## config.mk

```make
export PLATFORM = sky130hd
export DESIGN_NAME = data_sram_axi_bridge
export DESIGN_NICKNAME = d
export VERILOG_FILES = /design/src/rtl/data_sram_axi_bridge.sv
export SDC_FILE = /design/constraint.sdc
export NUM_CORES = 1
export LEC_CHECK = 0
export ABC_AREA = 0
export CAP_MARGIN = 40
export CORE_ASPECT_RATIO = 0.6
export CORE_MARGIN = 3
export CORE_UTILIZATION = 43
export DETAILED_ROUTE_END_ITERATION = 16
export PLACE_DENSITY = 0.91
export SYNTH_ARGS = -nofsm -noshare
export SYNTH_HDL_FRONTEND = slang
export SYNTH_SLANG_ARGS = --single-unit
```

## constraint.sdc

```tcl
create_clock -name clk -period 2.5 [get_ports clk]
set_input_delay 0.625 -clock clk [delete_from_list [all_inputs] [get_ports clk]]
set_output_delay 0.625 -clock clk [all_outputs]
set_load 0.05 [all_outputs]
```

## src/rtl/data_sram_axi_bridge.sv

```systemverilog
// Responder for the memory stage's data_sram port: one AXI4-Lite-style read or write per request, minimum 4-cycle latency.
// Backpressure: data_stall holds the pipeline until the bus handshakes finish; valids are held until accepted.
module data_sram_axi_bridge #(
    parameter int ADDR_MAP_EN = 1
) (
    input  logic        clk,
    input  logic        rst,
    input  logic        data_sram_en,
    input  logic [3:0]  data_sram_wen,
    input  logic [31:0] data_sram_addr,
    input  logic [31:0] data_sram_wdata,
    output logic [31:0] data_sram_rdata,
    output logic        data_stall,
    output logic        bus_err,
    output logic [31:0] araddr,
    output logic [2:0]  arsize,
    output logic        arvalid,
    input  logic        arready,
    input  logic [31:0] rdata,
    input  logic [1:0]  rresp,
    input  logic        rvalid,
    output logic        rready,
    output logic [31:0] awaddr,
    output logic [2:0]  awsize,
    output logic        awvalid,
    input  logic        awready,
    output logic [31:0] wdata,
    output logic [3:0]  wstrb,
    output logic        wvalid,
    input  logic        wready,
    input  logic [1:0]  bresp,
    input  logic        bvalid,
    output logic        bready
);

    localparam logic [2:0] IDLE    = 3'd0;
    localparam logic [2:0] RD_ADDR = 3'd1;
    localparam logic [2:0] RD_DATA = 3'd2;
    localparam logic [2:0] WR_REQ  = 3'd3;
    localparam logic [2:0] WR_RESP = 3'd4;
    localparam logic [2:0] DONE    = 3'd5;

    logic [2:0]  state;
    logic        aw_done;
    logic        w_done;
    logic        aw_hs;
    logic        w_hs;
    logic [31:0] paddr;
    logic [2:0]  awsize_nxt;

    assign aw_hs = awvalid & awready;
    assign w_hs  = wvalid & wready;

    // kseg0/kseg1 are unmapped windows onto the low 512 MB of physical space
    always_comb begin
        paddr = data_sram_addr;
        if ((ADDR_MAP_EN != 0) &&
            ((data_sram_addr[31:29] == 3'b100) || (data_sram_addr[31:29] == 3'b101))) begin
            paddr = {3'b000, data_sram_addr[28:0]};
        end
    end

    always_comb begin
        awsize_nxt = 3'd2;
        case (data_sram_wen)
            4'b0011, 4'b1100:                   awsize_nxt = 3'd1;
            4'b0001, 4'b0010, 4'b0100, 4'b1000: awsize_nxt = 3'd0;
            default:                            awsize_nxt = 3'd2;
        endcase
    end

    always_comb begin
        data_stall = 1'b0;
        case (state)
            RD_ADDR, RD_DATA, WR_REQ, WR_RESP: data_stall = 1'b1;
            IDLE:                              data_stall = data_sram_en;
            default:                           data_stall = 1'b0;
        endcase
    end

    always_ff @(posedge clk) begin
        if (rst) begin
            state           <= IDLE;
            aw_done         <= 1'b0;
            w_done          <= 1'b0;
            data_sram_rdata <= 32'd0;
            bus_err         <= 1'b0;
            araddr          <= 32'd0;
            arsize          <= 3'd0;
            arvalid         <= 1'b0;
            rready          <= 1'b0;
            awaddr          <= 32'd0;
            awsize          <= 3'd0;
            awvalid         <= 1'b0;
            wdata           <= 32'd0;
            wstrb           <= 4'd0;
            wvalid          <= 1'b0;
            bready          <= 1'b0;
        end else begin
            bus_err <= 1'b0;
            case (state)
                IDLE: begin
                    if (data_sram_en) begin
                        if (data_sram_wen == 4'b0000) begin
                            araddr  <= {paddr[31:2], 2'b00};
                            arsize  <= 3'd2;
                            arvalid <= 1'b1;
                            state   <= RD_ADDR;
                        end else begin
                            awaddr  <= paddr;
                            awsize  <= awsize_nxt;
                            wdata   <= data_sram_wdata;
                            wstrb   <= data_sram_wen;
                            awvalid <= 1'b1;
                            wvalid  <= 1'b1;
                            aw_done <= 1'b0;
                            w_done  <= 1'b0;
                            state   <= WR_REQ;
                        end
                    end
                end
                RD_ADDR: begin
                    if (arvalid && arready) begin
                        arvalid <= 1'b0;
                        rready  <= 1'b1;
                        state   <= RD_DATA;
                    end
                end
                RD_DATA: begin
                    if (rvalid && rready) begin
                        data_sram_rdata <= rdata;
                        bus_err         <= (rresp != 2'b00);
                        rready          <= 1'b0;
                        state           <= DONE;
                    end
                end
                WR_REQ: begin
                    // AW and W channels retire independently, in any order
                    if (aw_hs) awvalid <= 1'b0;
                    if (w_hs)  wvalid  <= 1'b0;
                    aw_done <= aw_done | aw_hs;
                    w_done  <= w_done | w_hs;
                    if ((aw_done | aw_hs) && (w_done | w_hs)) begin
                        bready <= 1'b1;
                        state  <= WR_RESP;
                    end
                end
                WR_RESP: begin
                    if (bvalid && bready) begin
                        bus_err <= (bresp != 2'b00);
                        bready  <= 1'b0;
                        state   <= DONE;
                    end
                end
                DONE:    state <= IDLE;
                default: state <= IDLE;
            endcase
        end
    end

endmodule

```

======== Word level (Yosys, flattened, before mapping) ========
Index checks and enable logic that the tools add are counted.
storage, ports and cells
  register bits ........................... 145
  output and inout port bits .............. 145
  word-level logic and storage cells ...... 101
cells by class
  equal/unequal tests ..................... 21
  multiplexer cells ....................... 33
  bitwise gates (word level) .............. 5
  reductions and logical operators ........ 26
operator list
  kind                number
  $mux 32             1
  $ne 2x2->1 const B  9
  $pmux 1 s2          9
  $mux 1              15
  $mux 3              5
  $pmux 3 s5          1
  $reduce_and 3->1    5
  $reduce_and 4->1    3
  $reduce_bool 2->1   6
  $eq 3x3->1 const B  3
  $eq 4x2->1 const B  2
  $eq 4x4->1 const B  2
  $reduce_or 4->1     2
  $eq 3x2->1 const B  2
  $reduce_and 5->1    1
  $eq 4x1->1 const B  1
  $eq 4x3->1 const B  1
  $logic_and 1x1->1   4
  $logic_not 4->1     1
  $pmux 2 s2          1
  $eq 3x1->1 const B  1
  $logic_not 3->1     1
  $and 1x1->1         2
  $mux 2              1
  other kinds (5)     6

======== Longest topological paths before layout ========
  word-level depth ........................ 5
  mapped depth ............................ 7
  gate-level depth less buffers ........... 4

======== Worst setup path after synthesis ========
No wires, ideal clock.
  kind .................................... reg-to-output
  from .................................... register state[0]
  to ...................................... output data_stall
  data arrival time ....................... 1.642 ns
  setup slack ............................. 0.233 ns
  stages on the path, launching flop included .. 5
  buffers on the path ..................... 1
  cell sequence ........................... dfxtp_1 > clkbuf_1 > or2_2 > nor3_1 > a21oi_1
on the way
  longest elaborated chain between the ends .. 3
ends and longest elaborated chain
  what                                      line  RTL
  start: declaration                        43    logic [2:0] state;
  start signal: assignment                  83    state <= IDLE;
  start signal: assignment                  108   state <= RD_ADDR;
  start signal: assignment                  118   state <= WR_REQ;
  $eq 3x3->1, or another cell as far along  74    case (state)
  $reduce_or 4->1                           74
  $pmux 1 s2 (*)                            74
  end: declaration                          13    output logic data_stall,
Every way passes the cells marked *; elsewhere a longest branch is shown, timed or not.

======== Worst setup path in the final report ========
Ends and elaborated chain as after synthesis.

==> results.sh <==
export IMPL_cp_slowest_stage_delay_ns=0.64
export IMPL_core_area_mm2=0.0116
export IMPL_antenna_found_initial=0
export IMPL_cts_max_level=4
export IMPL_cts_clk_slew_worst_paths_ns=0.06
export IMPL_finalSetupViolations=0
export IMPL_grt_pass1_vias=4950
export IMPL_ir_drop_mv=0.588
export IMPL_seq_area_frac_synth_pct=55.1
export IMPL_internal_power_mw=5.11
export IMPL_cts_resized=0
export IMPL_reg2reg_from="state[2]$_SDFFE_PP0P_"
export IMPL_p_sw_share_pct=35.6
export IMPL_slew_violations=0
export IMPL_avgRoutedWirePerCell_um=15.0
export IMPL_fmax_mhz=424
export IMPL_die_area_mm2=0.0136
export IMPL_dp_hpwl_um=11500
export IMPL_io_pins=257
export IMPL_ys_ff_latch=144
export IMPL_period_minus_slack_ns=2.36
export IMPL_drt_pass1_iterations=4
export IMPL_vias_per_cell=4.88
export IMPL_crit_start="state[0]$_SDFFE_PP0P_"
export IMPL_cts_sinks=144
export IMPL_gp_congestion=0.810
export IMPL_area_growth_pct=62.8
export IMPL_outcome="complete, no violations"
export IMPL_hold_depth=2
export IMPL_synth_distinct_cells=37
export IMPL_synth_flop_cell="dfxtp_1"
export IMPL_power_total_mw=7.93
export IMPL_reg2reg_depth=5
export IMPL_cts_buffers=17
export IMPL_p_switching_mw=2.82
export IMPL_cts_root_buf="clkbuf_16"
export IMPL_n_antenna_cell=0
export IMPL_drive_gt1_share_pct=6.13
export IMPL_crit_type="flop to primary output"
export IMPL_hold_viol_final=0
export IMPL_path_delay_family="flip-flops"
export IMPL_critPathSlowestCell="dfxtp_1"
export IMPL_fillers=860
export IMPL_grt_ovfl_total=0
export IMPL_vias=5240
export IMPL_critPathBufInv=1
export IMPL_syn_avg_cell_area_um2=7.85
export IMPL_nNetsFinal=1012
export IMPL_hold_path_class="flop to flop"
export IMPL_rows=30
export IMPL_r2r_end="awaddr[8]$_SDFFE_PP0P_"
export IMPL_ant_nets=0
export IMPL_portBuffers=251
export IMPL_hold_end="araddr[13]$_SDFFE_PP0P_"
export IMPL_maxCapViolCount=0
export IMPL_synth_warnings=0
export IMPL_worstPathRequired_ns=1.88
export IMPL_syn_inst=666
export IMPL_cts_setup_buffers=0
export IMPL_drc=0
export IMPL_cts_tree="done"
export IMPL_initial_core_util_pct=45.1
export IMPL_die_x_um=148
export IMPL_wl_um=16100
export IMPL_drt_iter0_drc=323
export IMPL_critPathMaxFanout=13
export IMPL_comb_power_share_pct=32.5
export IMPL_leakage_nw=2.99
export IMPL_synth_enable_flop_cells=0
export IMPL_min_from="araddr[13]$_SDFFE_PP0P_"
export IMPL_max_slew_worst_pin_slew_ns=0.556
export IMPL_async_reset_ff_share_pct=0
export IMPL_cts_buffer_depth=2
export IMPL_period_share_pct=94.4
export IMPL_clockPowerShare_pct=32.8
export IMPL_track_usage_pct=22.8
export IMPL_clkLatencyLatePin_ns=0.40
export IMPL_critPathCaptureType="primary output"
export IMPL_fin_setup_tns_ns=0
export IMPL_power_density_mw_per_mm2=931
export IMPL_grt_setup_unrepaired="no"
export IMPL_die_h_um=91.4
export IMPL_worstSetupStartpointType="flop"
export IMPL_seqPwrFrac_pct=34.7
export IMPL_maxSlewHeadroom_pct=62.8
export IMPL_finClkSkew_ns=0.0108
export IMPL_grt_max_degree=59
export IMPL_crit_chain="or2_2 -> nor3_1 -> a21oi_1 -> buf_12"
export IMPL_r2r_setup_slack_ns=0.70
export IMPL_cts_hold_buf=0
export IMPL_worstPathArrival_ns=1.73
export IMPL_grt_pass1_wl_um=24900
export IMPL_netlist_area_mm2=0.00523
worst max path at each step:
stage	cells after the start	end	slack, ns
floorplan	4	data_stall	0.23
global placement	6	awaddr[31]$_SDFFE_PP0P_	0.20
detailed placement	6	wvalid$_SDFFE_PP0P_	0.14
CTS	4	data_stall	0.12
global route	4	data_stall	0.03
finish	4	data_stall	0.14
routing by layer:
metal / track usage (%) / wire length, um / part of all wire, % / vias up
met5: 0 / 0 / 0 / -
met4: 5.00 / 104 / 0.65 / 0
met3: 10.1 / 1620 / 10 / 9
met2: 39.3 / 8000 / 50 / 181
met1: 26.2 / 6350 / 39 / 2421
li1: - / - / - / 2629
power groups by stage:
stage,Sequential [mW],Clock (mW),Combinational [mW]
after CTS,2.75,2.64,2.59
after detailed placement,2.80,0,2.59
after floorplan,3.56,0,0.875
after global routing,2.78,2.74,2.75
final,2.75,2.60,2.58
after global placement,2.79,0,2.56
cells by family after synthesis:
group                  count (synthesis)  share of synthesized area (%)
AND/OR/NAND/NOR                      309                           24.0
flip-flops                           144                           55.1
AO/OA/AOI/OAI                        155                           15.6
other                                  1                         0.0717
buffers and inverters                 57                           5.19
cell usage after synthesis (2+ instances only):
library cell / number / area (um^2)
a211oi_1: 2 / 15.0
a21boi_0: 2 / 15.0
a21oi_1: 138 / 691
a31oi_1: 2 / 12.5
buf_2: 19 / 95.1
buf_4: 5 / 37.5
buf_6: 2 / 22.5
clkbuf_1: 28 / 105
dfxtp_1: 144 / 2880
inv_1: 3 / 11.3
nand2_1: 265 / 995
nand2b_1: 2 / 12.5
nand3_1: 4 / 20.0
nand4_1: 2 / 12.5
nor2_1: 15 / 56.3
nor2b_1: 2 / 12.5
nor3_1: 8 / 40.0
o21ai_0: 3 / 15.0
o31ai_1: 2 / 15.0
cell type report:
cell class              count  area, um^2  area share, %
clock buffers              20         457           5.36
clock inverters            12         159           1.87
multi-input cells         469        2110           24.7
repair buffers            265        2700           31.7
flip-flops and latches    144        2880           33.9
inverters                   3        11.3          0.132
well taps                 160         200           2.35
flip-flops by register name (all words and copies together), names as in the netlist:
name	flops
araddr	30
wvalid	1
arsize	1
wstrb	4
bus_err	1
state	3
data_sram_rdata	32
wdata	32
bready	1
awvalid	1
aw_done	1
w_done	1
arvalid	1
awaddr	32
rready	1
awsize	2
through the flow:
step                hold WS [ns]  instances  utilization [%]  cell area [um^2]  worst slack (ns)
CTS                        0.454       1073             73.4              8510             0.118
detailed placement         0.446       1041             68.1              7900             0.143
finish                     0.453       1073             73.4              8510             0.140
global route               0.467       1073             73.4              8510            0.0300
global placement           0.440       1041             68.1              7900             0.203
floorplan                  0.468        670                -              5240             0.233
cell usage in the layout (no fill, tap or decap), types with 7 or more instances in the layout:
master,n
a21oi_1,138
buf_4,10
buf_12,7
clkbuf_16,17
nand2_1,265
dfxtp_1,144
nor3_1,8
clkdlybuf4s50_1,248
nor2_1,15
worst reg2reg max path, stage by stage, from the launching register on:
cell	delay, ns
dfxtp_1	0.46
nor4b_4	0.48
nor2b_4	0.26
buf_12	0.24
nand2_1	0.14
a21oi_1	0.14
Note: power is estimated with default switching activity, not from simulation.
